===== src/rtl/mmio_pkg.sv =====
// mmio_pkg: shared definitions for the memory-mapped IO hub.
//   IO_TAG     : value addr[31:10] must hold for an access to be IO
//   OFF_*      : register byte offsets inside the IO window (addr[9:0])
//   TCMP_RST   : reset value of the timer compare register
//   reg_sel_e  : decoded register selector
//   decode_addr: maps a full CPU byte address to a register selector
package mmio_pkg;

  localparam logic [21:0] IO_TAG    = '1;
  localparam logic [9:0]  OFF_LED   = 10'h060;
  localparam logic [9:0]  OFF_SW    = 10'h070;
  localparam logic [9:0]  OFF_TCNT  = 10'h080;
  localparam logic [9:0]  OFF_TCMP  = 10'h084;
  localparam logic [9:0]  OFF_TSTAT = 10'h088;
  localparam logic [31:0] TCMP_RST  = 32'hFFFF_FFFF;

  typedef enum logic [2:0] {
    SEL_NONE,
    SEL_LED,
    SEL_SW,
    SEL_TCNT,
    SEL_TCMP,
    SEL_TSTAT
  } reg_sel_e;

  function automatic reg_sel_e decode_addr(input logic [31:0] addr);
    reg_sel_e sel;
    sel = SEL_NONE;
    if (addr[31:10] == IO_TAG) begin
      case (addr[9:0])
        OFF_LED:   sel = SEL_LED;
        OFF_SW:    sel = SEL_SW;
        OFF_TCNT:  sel = SEL_TCNT;
        OFF_TCMP:  sel = SEL_TCMP;
        OFF_TSTAT: sel = SEL_TSTAT;
        default:   sel = SEL_NONE;
      endcase
    end
    return sel;
  endfunction

endpackage


===== src/rtl/sw_debounce.sv =====
// sw_debounce: two-flop synchroniser for raw switches, optionally followed
// by a debouncer.
// Build option: MMIO_DEBOUNCE_EN -- when defined, a synchronised vector is
// accepted only after DB_CYCLES consecutive cycles of the same value; when
// undefined the synchronised vector is passed straight through.
// Ports:
//   clock : system clock (rising edge)
//   rst   : synchronous active-high reset
//   sw_i  : raw asynchronous switch inputs [SW_W]
//   sw_o  : accepted switch vector [SW_W]
module sw_debounce
  import mmio_pkg::*;
#(
  parameter int unsigned SW_W      = 16,
  parameter int unsigned DB_CYCLES = 4
) (
  input  logic            clock,
  input  logic            rst,
  input  logic [SW_W-1:0] sw_i,
  output logic [SW_W-1:0] sw_o
);

  if (DB_CYCLES == 0) begin : g_bad_db
    $error("sw_debounce: DB_CYCLES must be at least 1");
  end

  logic [SW_W-1:0] sync1_q;
  logic [SW_W-1:0] sync2_q;

  always_ff @(posedge clock) begin
    if (rst) begin
      sync1_q <= '0;
      sync2_q <= '0;
    end else begin
      sync1_q <= sw_i;
      sync2_q <= sync1_q;
    end
  end

`ifdef MMIO_DEBOUNCE_EN
  localparam int unsigned     CW     = $clog2(DB_CYCLES + 1);
  localparam logic [CW-1:0]   DB_MAX = CW'(DB_CYCLES);

  logic [SW_W-1:0] cand_q, cand_d;
  logic [SW_W-1:0] stable_q, stable_d;
  logic [CW-1:0]   cnt_q, cnt_d;

  // cnt_q = number of consecutive cycles cand_q has been observed; it
  // saturates at DB_MAX, the cycle on which cand_q becomes the accepted value.
  always_comb begin
    cand_d   = cand_q;
    cnt_d    = cnt_q;
    stable_d = stable_q;
    if (sync2_q != cand_q) begin
      cand_d = sync2_q;
      cnt_d  = CW'(1);
      if (DB_CYCLES == 1) stable_d = sync2_q;
    end else if (cnt_q != DB_MAX) begin
      cnt_d = cnt_q + 1'b1;
      if (cnt_d == DB_MAX) stable_d = cand_q;
    end
  end

  always_ff @(posedge clock) begin
    if (rst) begin
      cand_q   <= '0;
      cnt_q    <= '0;
      stable_q <= '0;
    end else begin
      cand_q   <= cand_d;
      cnt_q    <= cnt_d;
      stable_q <= stable_d;
    end
  end

  assign sw_o = stable_q;
`else
  assign sw_o = sync2_q;
`endif

endmodule


===== src/rtl/mmio_hub.sv =====
// mmio_hub: CPU memory-mapped IO block with an LED register, a switch input
// register, and a free-running timer with compare interrupt.
// Build option: MMIO_DEBOUNCE_EN (see sw_debounce) enables switch debouncing.
// Ports:
//   clock   : system clock (rising edge)
//   rst     : synchronous active-high reset
//   addr_i  : CPU byte address [32]
//   wdata_i : store data [32]
//   rd_i    : IO read strobe
//   wr_i    : IO write strobe
//   rdata_o : registered read data [32], holds while rd_i is low
//   sw_i    : raw asynchronous switches [SW_W]
//   led_o   : LED register [LED_W]
//   irq_o   : timer match interrupt, level (sticky status bit)
module mmio_hub
  import mmio_pkg::*;
#(
  parameter int unsigned LED_W     = 16,
  parameter int unsigned SW_W      = 16,
  parameter int unsigned DB_CYCLES = 4
) (
  input  logic             clock,
  input  logic             rst,
  input  logic [31:0]      addr_i,
  input  logic [31:0]      wdata_i,
  input  logic             rd_i,
  input  logic             wr_i,
  output logic [31:0]      rdata_o,
  input  logic [SW_W-1:0]  sw_i,
  output logic [LED_W-1:0] led_o,
  output logic             irq_o
);

  reg_sel_e         sel;
  logic [SW_W-1:0]  sw_acc;
  logic [31:0]      rd_val;
  logic             tstat_clr;

  logic [LED_W-1:0] led_q,   led_d;
  logic [31:0]      rdata_q, rdata_d;
  logic [31:0]      tcnt_q,  tcnt_d;
  logic [31:0]      tcmp_q,  tcmp_d;
  logic             tstat_q, tstat_d;

  assign sel = decode_addr(addr_i);

  sw_debounce #(
    .SW_W      (SW_W),
    .DB_CYCLES (DB_CYCLES)
  ) u_sw_debounce (
    .clock (clock),
    .rst   (rst),
    .sw_i  (sw_i),
    .sw_o  (sw_acc)
  );

  // Reads sample the current register values, so a simultaneous write to
  // the same register returns the pre-write contents.
  always_comb begin
    rd_val = '0;
    case (sel)
      SEL_LED:   rd_val = 32'(led_q);
      SEL_SW:    rd_val = 32'(sw_acc);
      SEL_TCNT:  rd_val = tcnt_q;
      SEL_TCMP:  rd_val = tcmp_q;
      SEL_TSTAT: rd_val = {31'b0, tstat_q};
      default:   rd_val = '0;
    endcase
  end

  always_comb begin
    led_d     = led_q;
    rdata_d   = rd_i ? rd_val : rdata_q;
    tcnt_d    = tcnt_q + 32'd1;
    tcmp_d    = tcmp_q;
    tstat_clr = 1'b0;
    if (wr_i) begin
      case (sel)
        SEL_LED:   led_d     = wdata_i[LED_W-1:0];
        SEL_TCNT:  tcnt_d    = wdata_i;
        SEL_TCMP:  tcmp_d    = wdata_i;
        SEL_TSTAT: tstat_clr = wdata_i[0];
        default:   ;
      endcase
    end
    // Match set has priority over a software clear in the same cycle.
    tstat_d = (tcnt_q == tcmp_q) | (tstat_q & ~tstat_clr);
  end

  always_ff @(posedge clock) begin
    if (rst) begin
      led_q   <= '0;
      rdata_q <= '0;
      tcnt_q  <= '0;
      tcmp_q  <= TCMP_RST;
      tstat_q <= 1'b0;
    end else begin
      led_q   <= led_d;
      rdata_q <= rdata_d;
      tcnt_q  <= tcnt_d;
      tcmp_q  <= tcmp_d;
      tstat_q <= tstat_d;
    end
  end

  assign led_o   = led_q;
  assign rdata_o = rdata_q;
  assign irq_o   = tstat_q;

endmodule


===== config.mk =====
export PLATFORM = sky130hd
export DESIGN_NAME = mmio_hub
export DESIGN_NICKNAME = d
export VERILOG_FILES = /design/src/rtl/mmio_pkg.sv /design/src/rtl/sw_debounce.sv /design/src/rtl/mmio_hub.sv
export SDC_FILE = /design/constraint.sdc
export NUM_CORES = 1
export LEC_CHECK = 0
export ABC_CLOCK_PERIOD_IN_PS = 3900
export BUFFER_PORTS_ARGS = -buffer_cell sky130_fd_sc_hd__buf_2
export CAP_MARGIN = 5
export CORE_ASPECT_RATIO = 1.1
export CORE_MARGIN = 1.5
export CORE_UTILIZATION = 40
export CTS_CLUSTER_SIZE = 10
export DETAILED_ROUTE_END_ITERATION = 16
export PLACE_DENSITY_LB_ADDON = 0.1
export SLEW_MARGIN = 10
export SYNTH_ARGS = -nofsm -noshare
export SYNTH_HDL_FRONTEND = slang
export SYNTH_HIERARCHICAL = 1
export SYNTH_SLANG_ARGS = --single-unit
export TNS_END_PERCENT = 20

===== constraint.sdc =====
create_clock -name clock -period 3.9 [get_ports clock]
set_clock_uncertainty 0.05 [all_clocks]
set_input_delay 0.39 -clock clock [delete_from_list [all_inputs] [get_ports clock]]
set_output_delay 0.39 -clock clock [all_outputs]
set_load 0.01 [all_outputs]

==> impl_metrics.csv <==
group,metric,value,unit
layout,layout_common_cells,"145 x dfxtp_1, 131 x buf_2, 97 x nand2_1",
clocking,insertion_delay,0.42,ns
logic_synthesis,async_flop_share,0,%
timing,finalHoldViolCount,0,
floorplanning,dieArea,0.0177,mm2
route,wirelength,19200,um
critical_path,start_kind,"input pin",
floorplanning,dieWidth,127,um
timing,slew-limit-headroom,48.7,%
floorplanning,start_util,41.1,%
clocking,root_buffer,"clkbuf_16",
global_route,antenna_found_initial,0,
clocking,clkSinkCount,145,
logic_synthesis,synthesis.nets,856,
timing,finalCriticalPeriod,2.50,ns
critical_path,crit_required,4.17,ns
min_path,hold_class,"input pin to flip-flop",
logic_synthesis,ys_ff_latch,145,
pwr,ir_worst_vdd,0.304,mV
logic_synthesis,synth-edff-count,0,
timing,finalWorstSetupSlack,1.40,ns
layout,antenna_cells,0,
critical_path,cp_common_cell,"buf_4",
place,port_buffers,132,
route,vias_per_cell,5.38,
route,drtPass1Iterations,6,
timing,worst_pin_slew,0.769,ns
timing,holdWs,0.124,ns
place,place_congestion,0.838,
run,drv_cap,0,
logic_synthesis,netlist.top_cell.by_area,"dfxtp_1",
timing,fin_crit_sh,64.0,%
place,place_ws,1.00,ns
clocking,ctsHoldBuffers,0,
clocking,clock_path_buffers,2,
logic_synthesis,synth.avg_cell_area,8.76,um2
logic_synthesis,ys_warn_count,6,
floorplanning,ios,133,
critical_path,cp_cell_sequence,"buf_2 > nor4_2 > buf_4 > o2111a_1 > nand4_4 > buf_4 > a211oi_1",
logic_synthesis,ys_types,47,
logic_synthesis,syn-cell-area,0.00676,mm2
clocking,path_clk_slew,0.06,ns
clocking,ctsResizeCount,0,
layout,design_area,0.00809,mm2
place,placed_cell_area,0.00754,mm2
critical_path,crit_path_max_fanout,36,
clocking,cts_buffers,17,
critical_path,crit_path_end_kind,"flip-flop",
floorplanning,core.rowCount,49,
route,avgRoutedWirePerCell,17.5,um
clocking,cts_tree,"done",
logic_synthesis,netlist_instances,771,
route,via_count,5911,
logic_synthesis,synth_flop_cell,"dfxtp_1",
global_route,grt_usage,21.7,%
critical_path,cp_slowest_cell,"nand4_4",
logic_synthesis,synth-seq-area-share,43.0,%
floorplanning,core-area,0.0164,mm2
clocking,postCtsSetupRepairBufs,0,
outcome,status,"finished clean",
logic_synthesis,yosysTopAreaCellShare,43.0,%
timing,rsz0062_at_grt,"false",
timing,finalMaxSlewViolations,0,
route,first_iter_violations,454,
layout,fin_nets,967,
layout,syn_to_final_growth,19.8,%
route,drc,0,
route,ant_nets,0,
timing,setup_tns,0,ns
layout,fin_util,49.2,%
global_route,grt_pass1_vias,5714,
logic_synthesis,synthTopCellsByArea,"dfxtp_1 43%, xnor2_1 5.4%, nand2_1 5.4%",
timing,fmax,400,MHz
layout,final_common_cell,"dfxtp_1",
critical_path,crit_arrival,2.77,ns
pwr,power_density,390,mW/mm2
global_route,grt_pass1_wl,30300,um
critical_path,criticalPathCategory,"input pin to flip-flop",
global_route,gr-total-overflow,0,
floorplanning,dieHeight,139,um
critical_path,max_stage_delay,0.61,ns
timing,setup_viol,0,
clocking,h-tree-depth,4,
layout,drive_above_1_share,24.6,%
place,place_hpwl,13600,um
pwr,p_leak,3.26,nW
global_route,grt_max_degree,76,
[per-stage QoR]
step           power (mW)  cells
5_1_grt              3.26   1099
3_5_place_dp         1.69   1067
3_3_place_gp         1.69   1067
4_1_cts              3.18   1099
6_report             3.15   1099
2_1_floorplan        1.61    771
[worst max-delay path, delay by kind of cell]
kind	cells	cell delay [ns]
buffers and inverters	3	0.70
AND/OR/NAND/NOR	2	0.86
AO/OA/AOI/OAI	2	0.80
[cells by family after synthesis]
group | count (synthesis) | share of synthesized area, %
AND/OR/NAND/NOR | 337 | 26.5
flip-flops | 145 | 43.0
AO/OA/AOI/OAI | 126 | 12.1
buffers and inverters | 65 | 4.43
XOR/XNOR | 63 | 8.17
multiplexers | 34 | 5.57
adder cells (fa/ha/maj) | 1 | 0.185
[final cells by class]
cell class,instances,area (um2)
Timing Repair Buffer,148,783
Fill cell,1622,8340
Clock inverter,14,108
Tap cell,204,255
Multi-Input combinational cell,561,3570
Sequential cell,145,2900
Inverter,9,33.8
Clock buffer,18,439
[path summary, 6_finish.rpt]
kind	cells past startpoint	start	slack [ns]	endpoint
worst max register to register	7	tcnt_q[0]$_SDFF_PP0_	1.90	tcnt_q[24]$_SDFF_PP0_
worst min register to register	1	u_sw_debounce/sync1_q[7]$_SDFF_PP0_	0.38	u_sw_debounce/sw_o[7]$_SDFF_PP0_
worst min-delay path	2	sw_i[0]	0.12	u_sw_debounce/sync1_q[0]$_SDFF_PP0_
worst max-delay path	7	addr_i[9]	1.40	tcnt_q[29]$_SDFF_PP0_
[per-layer routing]
metal	vias to the layer above	wire (um)	global-route usage (%)
met5	-	0	0
met4	0	231	7.12
met3	16	858	3.73
met2	183	9300	36.0
met1	2791	8830	28.8
li1	2921	-	-
[Yosys cell counts, drive strengths merged (2+ instances only)]
| cell type | count |
|---|---|
| dfxtp | 145 |
| buf | 13 |
| nor3 | 5 |
| nand2 | 97 |
| nand4 | 33 |
| nand3b | 32 |
| or4 | 3 |
| clkbuf | 43 |
| o21ai | 36 |
| a21oi | 40 |
| and4 | 3 |
| a222oi | 11 |
| nor4 | 9 |
| nor2b | 48 |
| inv | 9 |
| nand3 | 26 |
| nor2 | 61 |
| xnor2 | 42 |
| a211oi | 31 |
| and2 | 4 |
| and3 | 7 |
| nor4b | 2 |
| xor2 | 21 |
| a22oi | 2 |
| nor3b | 2 |
| mux2i | 5 |
| mux2 | 29 |
[power by group]
group          switching, mW  leakage (nW)  internal, mW
clock                  0.660         0.251         0.834
sequential           0.00833          1.18          1.50
combinational         0.0840          1.83        0.0676
[state kept, by name (all words and copies together) (netlist names)]
name / count
u_sw_debounce/sw_o: 16
tcmp_q: 32
led_o: 16
irq_o: 1
rdata_o: 32
u_sw_debounce/sync1_q: 16
tcnt_q: 32
Power figures use the tool's default switching activity.
